==> config.mk <==
export PLATFORM = sky130hd
export DESIGN_NAME = mesh_row_reader_flat
export DESIGN_NICKNAME = d
export VERILOG_FILES = /design/src/rtl/mesh_row_reader_if.sv /design/src/rtl/mesh_row_reader.sv /design/src/flat_wrapper.sv
export SDC_FILE = /design/constraint.sdc
export NUM_CORES = 1
export LEC_CHECK = 0
export ABC_CLOCK_PERIOD_IN_PS = 3000
export CORE_AREA = 2 2 223 225
export CTS_CLUSTER_SIZE = 16
export DETAILED_ROUTE_END_ITERATION = 8
export DIE_AREA = 0 0 225 227
export PLACE_DENSITY_LB_ADDON = 0.15
export SLEW_MARGIN = 20
export SYNTH_ARGS = -nofsm -noshare
export SYNTH_HDL_FRONTEND = slang
export SYNTH_SLANG_ARGS = --single-unit
==> constraint.sdc <==
create_clock -name clk -period 3 [get_ports clk]
set_input_delay 0.6 -clock clk [delete_from_list [all_inputs] [get_ports clk]]
set_output_delay 0.6 -clock clk [all_outputs]
set_load 0.03 [all_outputs]
==> src/rtl/mesh_row_reader_if.sv <==
// rtl/mesh_row_reader_if.sv - row stream handshake between mesh_row_reader and its consumer
interface mesh_row_reader_if #(
  parameter int COLS  = 26,
  parameter int ROW_W = 5
);
  logic [COLS-1:0]  row_data;
  logic [ROW_W-1:0] row_idx;
  logic             row_valid;
  logic             row_ready;
  logic             row_last;

  modport master (
    output row_data,
    output row_idx,
    output row_valid,
    output row_last,
    input  row_ready
  );

  modport slave (
    input  row_data,
    input  row_idx,
    input  row_valid,
    input  row_last,
    output row_ready
  );
endinterface

==> src/rtl/mesh_row_reader.sv <==
// rtl/mesh_row_reader.sv - snapshots the pixel mesh on capture and streams it out row by row
module mesh_row_reader #(
  parameter int COLS  = 26,
  parameter int ROWS  = 18,
  parameter int ROW_W = 5
) (
  input  logic                 clk,
  input  logic                 rst_n,
  input  logic [COLS*ROWS-1:0] mesh_in,
  input  logic                 capture,
  input  logic                 abort,
  input  logic                 clr_err,
  mesh_row_reader_if.master    row,
  output logic                 busy,
  output logic                 done,
  output logic                 overrun
);

  typedef enum logic [1:0] {
    S_IDLE   = 2'd0,
    S_STREAM = 2'd1,
    S_DONE   = 2'd2
  } state_t;

  state_t           state;
  state_t           state_nxt;
  logic [COLS-1:0]  snap [ROWS];
  logic [COLS-1:0]  data_q;
  logic [ROW_W-1:0] idx_q;
  logic [ROW_W-1:0] idx_inc;
  logic             xfer;
  logic             at_last;
  logic             accept;
  logic             ovr_set;

  assign xfer    = (state == S_STREAM) && row.row_ready;
  assign at_last = (idx_q == ROW_W'(ROWS - 1));
  assign idx_inc = idx_q + ROW_W'(1);
  // A new frame can start from IDLE or DONE; a capture during STREAM is an overrun.
  assign accept  = capture && !abort && (state != S_STREAM);
  assign ovr_set = capture && !abort && (state == S_STREAM);

  always_ff @(posedge clk or negedge rst_n) begin
    if (!rst_n) begin
      state <= S_IDLE;
    end else begin
      state <= state_nxt;
    end
  end

  always_comb begin
    state_nxt = state;
    if (abort) begin
      state_nxt = S_IDLE;
    end else begin
      case (state)
        S_IDLE:   if (capture) state_nxt = S_STREAM;
        S_STREAM: if (xfer && at_last) state_nxt = S_DONE;
        S_DONE:   state_nxt = capture ? S_STREAM : S_IDLE;
        default:  state_nxt = S_IDLE;
      endcase
    end
  end

  always_comb begin
    row.row_valid = 1'b0;
    row.row_last  = 1'b0;
    busy          = 1'b0;
    done          = 1'b0;
    case (state)
      S_STREAM: begin
        row.row_valid = 1'b1;
        row.row_last  = at_last;
        busy          = 1'b1;
      end
      S_DONE:   done = 1'b1;
      default:  ;
    endcase
  end

  assign row.row_data = data_q;
  assign row.row_idx  = idx_q;

  // row_data is preloaded from the snapshot so the next row is ready the cycle after a transfer.
  always_ff @(posedge clk or negedge rst_n) begin
    if (!rst_n) begin
      for (int r = 0; r < ROWS; r++) begin
        snap[r] <= '0;
      end
      idx_q  <= '0;
      data_q <= '0;
    end else if (abort) begin
      idx_q  <= '0;
      data_q <= '0;
    end else if (accept) begin
      for (int r = 0; r < ROWS; r++) begin
        snap[r] <= mesh_in[r*COLS +: COLS];
      end
      idx_q  <= '0;
      data_q <= mesh_in[COLS-1:0];
    end else if (xfer) begin
      if (at_last) begin
        idx_q  <= '0;
        data_q <= '0;
      end else begin
        idx_q  <= idx_inc;
        data_q <= snap[idx_inc];
      end
    end
  end

  always_ff @(posedge clk or negedge rst_n) begin
    if (!rst_n) begin
      overrun <= 1'b0;
    end else if (ovr_set) begin
      overrun <= 1'b1;
    end else if (clr_err) begin
      overrun <= 1'b0;
    end
  end

endmodule
==> src/flat_wrapper.sv <==
// flat-port wrapper written by rule: the top's interface ports become plain ports
module mesh_row_reader_flat 
#(
  parameter int COLS  = 26,
  parameter int ROWS  = 18,
  parameter int ROW_W = 5
)
  (clk, rst_n, mesh_in, capture, abort, clr_err, busy, done, overrun, row_row_data, row_row_idx, row_row_valid, row_row_last, row_row_ready);
  mesh_row_reader_if #(.COLS(COLS), .ROW_W(ROW_W)) row_i ();
  input  logic clk;
  input  logic rst_n;
  input  logic [COLS*ROWS-1:0] mesh_in;
  input  logic capture;
  input  logic abort;
  input  logic clr_err;
  output logic busy;
  output logic done;
  output logic overrun;
  output wire logic [$bits(row_i.row_data)-1:0] row_row_data;
  output wire logic [$bits(row_i.row_idx)-1:0] row_row_idx;
  output wire logic [$bits(row_i.row_valid)-1:0] row_row_valid;
  output wire logic [$bits(row_i.row_last)-1:0] row_row_last;
  input wire logic [$bits(row_i.row_ready)-1:0] row_row_ready;
  assign row_row_data = row_i.row_data;
  assign row_row_idx = row_i.row_idx;
  assign row_row_valid = row_i.row_valid;
  assign row_row_last = row_i.row_last;
  assign row_i.row_ready = row_row_ready;
  mesh_row_reader #(.COLS(COLS), .ROWS(ROWS), .ROW_W(ROW_W)) u_core (.clk(clk), .rst_n(rst_n), .mesh_in(mesh_in), .capture(capture), .abort(abort), .clr_err(clr_err), .row(row_i), .busy(busy), .done(done), .overrun(overrun));
endmodule
==> flow_metrics.tcl <==
set metrics [dict create \
    critPathRequiredTime_ns 2.40 \
    start_util_pct 49.6 \
    ctsHtreeMaxLevel 2 \
    slew_violations 0 \
    synth_seq_cells 502 \
    nNetsFinal 2695 \
    cts_made_buffers 53 \
    grt_usage_pct 30.1 \
    rows 81 \
    grt_overflow_total 0 \
    setup_viol 0 \
    path_clk_slew_ns 0.06 \
    synth-async-reset-ratio_pct 100 \
    end_kind "output pin" \
    skew_ns 0.0124 \
    period_needed_ns 2.90 \
    max_slew.worst_pin.slew_ns 1.02 \
    maxSlewHeadroom_pct 31.7 \
    tns_ns 0 \
    syn_to_final_growth_pct 32.8 \
    synth_flop_cell "dfrtp_1" \
    synth.area.mux_share_pct 32.6 \
    io_pins 510 \
    grt_max_degree 103 \
    synthAdderAreaFrac_pct 0.104 \
    synth.cell_area_mm2 0.0241 \
    grt_pass1_vias 17984 \
    synth_seq_area_share_pct 52.2 \
    status "completed" \
    total_power_uw 19600 \
    core_area_mm2 0.0485 \
    synthSimpleGateAreaFrac_pct 7.03 \
    wirelength_um 76700 \
    cts_setup_buffers 0 \
    clk_latency_ns 0.60 \
    drive_gt1_share_pct 31.8 \
    ir_drop_v 0.000400 \
    ant_nets 0 \
    place_inst 2785 \
    die_area_mm2 0.0511 \
    fillers 3610 \
    via_per_inst 5.77 \
    power_leakage_uw 0.0129 \
    synth_fp_nets 2205 \
    clock_sinks 502 \
    p_per_area_mw_per_mm2 614 \
    root_buffer "clkbuf_16" \
    netlist_instances 1729 \
    cp.arrival_ns 2.30 \
    cts_max_path_buffers 3 \
    synth-compound-area-share_pct 4.54 \
    dr.pass1.iters 5 \
    cts_tree "done" \
    drc_errors 0 \
    die_w_um 225 \
    port_buffers 509 \
    avgSynthCellArea_um2 13.9 \
    fmax_mhz 345 \
    synth_edf_count 0 \
    vias 16728 \
    final_common_cell "clkdlybuf4s50_1" \
    crit_type "register to output pin" \
    dpl.hpwl_um 58500 \
    layout_common_cells "507 x clkdlybuf4s50_1, 501 x dfrtp_1, 490 x mux2_2, 95 x mux2i_1, 92 x nor3b_1" \
    place_congestion 0.893 \
    die_h_um 227 \
    hold_path.class "register to register" \
    maxCapViolCount 0 \
    finalNonFillerCells 2901 \
    fin_util_pct 65.8 \
    cp_max_fo 43 \
    drtIter0Drc 1285 \
    grt_pass1_wl_um 112000 \
    synth_xor_area_share_pct 0.177 \
    synth_top_family_by_area "multiplexers" \
    hold_viol 0 \
    worst_setup_path_start_kind "register" \
    synth_cell_types 51 \
    rsz0062_at_grt "false" \
    wire_per_inst_um 26.5 \
    fin_crit_sh_pct 96.6 \
    synth_warnings 0 \
    antenna_found_initial 21 \
]
critical path, stage by stage (launching register included):
cell and delay (ns):
dfrtp_4 0.48, buf_8 0.40, clkdlybuf4s50_1 0.78
cells in the mapped netlist, types with 5 or more instances:
cell | instances | share of area (%)
a22o_1 | 23 | 0.84
mux4_2 | 58 | 5.4
a31o_1 | 23 | 0.84
o21ai_0 | 31 | 0.64
nor2_1 | 17 | 0.27
buf_6 | 12 | 0.56
buf_2 | 88 | 1.8
a31oi_1 | 24 | 0.62
buf_4 | 14 | 0.44
mux2i_1 | 95 | 4.0
clkbuf_1 | 31 | 0.48
nor3_1 | 48 | 1.0
nand2b_1 | 5 | 0.13
nor3b_1 | 92 | 2.9
nand3b_1 | 47 | 1.5
a41oi_1 | 23 | 0.84
nand2_1 | 52 | 0.81
mux2_2 | 490 | 23
dfrtp_1 | 502 | 52
final timing paths:
check	startpoint	endpoint	slack, ns	cells after the start
setup / recovery	u_core.row.row_idx[0]$_DFFE_PN0P_	row_row_idx[0]	0.10	2
hold / removal	u_core.snap[254]$_DFFE_PN0P_	u_core.snap[254]$_DFFE_PN0P_	0.50	1
setup reg to reg	u_core.row.row_idx[0]$_DFFE_PN0P_	u_core.row.row_data[5]$_DFFE_PN0P_	0.11	7
hold reg to reg	u_core.snap[254]$_DFFE_PN0P_	u_core.snap[254]$_DFFE_PN0P_	0.50	1
max in group asynchronous	rst_n	u_core.snap[283]$_DFFE_PN0P_	1.54	4
min in group asynchronous	rst_n	u_core.snap[291]$_DFFE_PN0P_	0.51	2
layout make-up:
| class | count | area, um^2 | area share (%) |
|---|---|---|---|
| clock buffers | 79 | 1600 | 4.99 |
| repair buffers | 581 | 5970 | 18.7 |
| clock inverters | 18 | 225 | 0.705 |
| flip-flops and latches | 502 | 12600 | 39.3 |
| diodes | 18 | 45.0 | 0.141 |
| inverters | 4 | 15.0 | 0.0470 |
| well taps | 622 | 778 | 2.43 |
| multi-input cells | 1077 | 10800 | 33.7 |
through the flow:
| stage | hold slack, ns | setup slack, ns | cell area [um^2] |
|---|---|---|---|
| after floorplan | 0.304 | 0.552 | 24100 |
| after global routing | 0.509 | 0.0154 | 32000 |
| after CTS | 0.502 | 0.0681 | 31900 |
| after detailed placement | 0.487 | 0.216 | 30100 |
| final | 0.504 | 0.101 | 32000 |
| after global placement | 0.482 | 0.253 | 30100 |
layer usage:
metal	global-route usage [%]	routed length [um]	vias up
met5	0	30	-
met4	16.1	4070	4
met3	5.68	4680	155
met2	49.8	37500	594
met1	37.8	30500	8546
li1	-	-	7429
sequential cells by signal, indices dropped and copies added (netlist names):
name / flops
u_core.snap: 468
u_core.overrun: 1
u_core.state: 2
u_core.row.row_data: 26
u_core.row.row_idx: 5
timing repair:
item / in CTS / in global routing
endpoints found under the hold margin: 45 / 0
gates resized for setup: 3 / 0
hold buffers: 1 / 0
setup endpoints to repair: 2 / 0
power breakdown:
part | switching [uW] | internal [uW]
clock network | 2750 | 4100
logic | 1650 | 2310
registers | 756 | 8060
total | 5150 | 14500
logic make-up (layout without fill, tap and decap cells):
kind of cell | after synthesis | in the layout
mux | 647 | 647
flops | 502 | 502
simple gates | 278 | 278
buf+inv | 150 | 682
compound gates | 146 | 146
xor+xnor | 4 | 4
fa+ha+maj | 2 | 2
other cells | 0 | 18
Power figures use the tool's default switching activity.
==> patch (same flow settings) <==
Put one more register stage on the output `overrun`, with the module's reset. The value now appears one clock later. The other outputs are not delayed to match.
--- a/src/rtl/mesh_row_reader.sv
+++ b/src/rtl/mesh_row_reader.sv
@@ -22,4 +22,6 @@
     S_DONE   = 2'd2
   } state_t;
+
+  logic overrun_s0;
 
   state_t           state;
@@ -112,9 +114,17 @@
   always_ff @(posedge clk or negedge rst_n) begin
     if (!rst_n) begin
-      overrun <= 1'b0;
+      overrun_s0 <= 1'b0;
     end else if (ovr_set) begin
-      overrun <= 1'b1;
+      overrun_s0 <= 1'b1;
     end else if (clr_err) begin
-      overrun <= 1'b0;
+      overrun_s0 <= 1'b0;
+    end
+  end
+
+  always_ff @(posedge clk or negedge rst_n) begin
+    if (!rst_n) begin
+      overrun <= '0;
+    end else begin
+      overrun <= overrun_s0;
     end
   end
Function: changed (Yosys sat finds a counterexample within 4 cycles, from zero or initial values and one cycle with rst_n low).
==> patch against the original RTL <==
The run now ends with hold timing left; first-iteration DRC count is 0.62% lower; sequential cell count is 1 higher; power down 0.67%; worst hold slack got worse by 0.51 ns; setup slack lost 0.0036 ns; cell area is 0.13% lower; area after synthesis about the same; wire length down 2.2%; critical endpoint unchanged.
==> patch: results (changes against the original RTL) <==
SYNTHXORXNORAREAFRAC_PCT=0.332  # +0.16 points
TIGHTESTPINTRANSITION_NS=0.794  # -0.227 ns
FIN_HOLD_WS_NS=-0.00338  # -0.507 ns
TIMING.CLOCK.SKEW_NS=0.0194  # +0.00696 ns
ROUTE.VIAS.TOTAL=16600  # -0.82%
SYNTHTOPCELLSBYAREA='sky130_fd_sc_hd__dfrtp_1 (52%), sky130_fd_sc_hd__mux2_2 (23%), sky130_fd_sc_hd__mux4_2 (5.4%)'
DRIVE_ABOVE_1_SHARE_PCT=31.8  # about the same
HOLD_VIOLATIONS=2  # +2
HOLD_REMOVAL_PATH_CLASS='in2async'
SYNTH_SEQUENTIAL_AREA_RATIO_PCT=52.3  # +0.055 points
CELLLEAKAGEPOWER_nW=12.9  # -0.20%
DETAIL_ROUTE.ITER0.VIOLATIONS=1277  # -0.62%
FF_TO_FF_SETUP_SLACK_NS=0.25  # +0.14 ns
MUX_CONTRIBUTION_TO_SYNTHESIZED_AREA_PCT=32.6  # +0.042 points
STATUS='complete, but fails checks'
PIN_COUNT_OF_THE_BIGGEST_NET_ENTERING_GLOBAL_ROUTING=158  # +53%
N_FILL_CELL=3645  # +0.97%
ANTENNA_VIOLATIONS_BEFORE_REPAIR=21  # unchanged
WORST_R2R_PATH_DEPTH=8  # +1
WORST-ENDPOINT-ARRIVAL_NS=2.30  # about the same
NUMBER_OF_BUFFERS_CREATED_BY_CTS=54  # +1.9%
TIMING.CRITICAL_PATH.FANOUT_MAX=53  # +23%
R2R-START='u_core.row.row_idx[1]$_DFFE_PN0P_'
GP_CONGESTION=0.885  # -0.90%
SWSHARE_PCT=26.2  # about the same
VIOLATED_CHECKS='hold timing'
FIN_NETS=2683  # -0.45%
TIMING.RR.END='u_core.row.row_data[4]$_DFFE_PN0P_'
GRT_USAGE_PCT=29.4  # -0.74 points
PLACE_HPWL_MM=55.6  # -5.0%
MAX_VDD_DROP_mV=0.460  # +15%
DETAIL_ROUTE.WL_PER_CELL_UM=26.0  # -1.8%
SYNTH_COMPOUND_GATE_AREA_SHARE_PCT=4.63  # +0.089 points
YOSYS.AREA_SHARE.ADDER_PCT=0.104  # about the same
YS_TOP_CELLS_BY_COUNT='sky130_fd_sc_hd__dfrtp_1 (503), sky130_fd_sc_hd__mux2_2 (490), sky130_fd_sc_hd__mux2i_1 (99), sky130_fd_sc_hd__buf_2 (98), sky130_fd_sc_hd__nor3b_1 (93)'
SYNTH_CELL_TYPE_COUNT=51  # unchanged
GRT_PASS1_WL_MM=111  # -1.6%
patch: cell types whose count changed in the layout (fill, tap and decap cells not counted), moves of 3 or more:
cell and delta:
sky130_fd_sc_hd__a21oi_1 +3, sky130_fd_sc_hd__buf_12 +4, sky130_fd_sc_hd__buf_4 -7, sky130_fd_sc_hd__clkbuf_1 +7, sky130_fd_sc_hd__diode_2 -3, sky130_fd_sc_hd__mux2i_1 +4, sky130_fd_sc_hd__nor2_1 -11, sky130_fd_sc_hd__o21ai_0 -5
sky130_fd_sc_hd__o21ai_1 +3
patch: per-stage QoR:
stage / power (mW) / cells / worst slack, ns / util (%) / cell area, µm²
after CTS: 19.6 / 2873 / 0.0526 / 65.7 / 31900
after floorplan: 10.9 / 1722 / 0.563 / - / 24100
after global routing: 20.3 / 2885 / 0.0159 / 65.8 / 31900
after detailed placement: 12.9 / 2773 / 0.214 / 62.0 / 30100
after global placement: 12.7 / 2773 / 0.240 / 62.0 / 30100
final: 19.5 / 2888 / 0.0978 / 65.8 / 31900
patch: power by group through the flow:
| stage | clock network [mW] | registers (mW) | logic, mW |
|---|---|---|---|
| 6_report | 6.71 | 8.81 | 3.97 |
| 3_3_place_gp | 0 | 8.83 | 3.89 |
| 5_1_grt | 7.13 | 8.95 | 4.23 |
| 4_1_cts | 6.84 | 8.80 | 4.00 |
| 2_1_floorplan | 0 | 8.68 | 2.25 |
| 3_5_place_dp | 0 | 8.90 | 3.98 |
patch: critical path, stage by stage (launching register included):
cell                              delay [ns]
sky130_fd_sc_hd__dfrtp_4                0.48
sky130_fd_sc_hd__buf_6                  0.44
sky130_fd_sc_hd__clkdlybuf4s50_1        0.77
patch: area by class of cell:
type                       instances  share of cell area [%]
clock buffer                      87                    5.13
inverter                           4                  0.0470
clock inverter                    13                   0.459
tap                              622                    2.44
antenna                           15                   0.118
sequential                       503                    39.4
multi-input combinational       1067                    33.6
timing repair buffer             577                    18.8
patch: cells by family after synthesis:
group / count (synthesis)
and+or+nand+nor: 263
adders and majority gates: 2
xor gates and xnor gates: 4
AOI/OAI and AO/OA: 149
buffers and inverters: 152
DFF: 503
muxes: 649
patch: layer usage:
layer / share of wire (%) / GRT usage, % / up-vias
met5: 0.092 / 0 / -
met2: 46 / 46.1 / 549
met1: 42 / 39.4 / 8477
met3: 6.8 / 6.60 / 151
met4: 4.7 / 13.2 / 12
li1: - / - / 7401
patch: repair_timing:
item,4_1_cts,5_1_grt
gates resized for setup,2,0
hold endpoints to repair,0,0
setup endpoints to repair,2,0
hold buffers,0,0
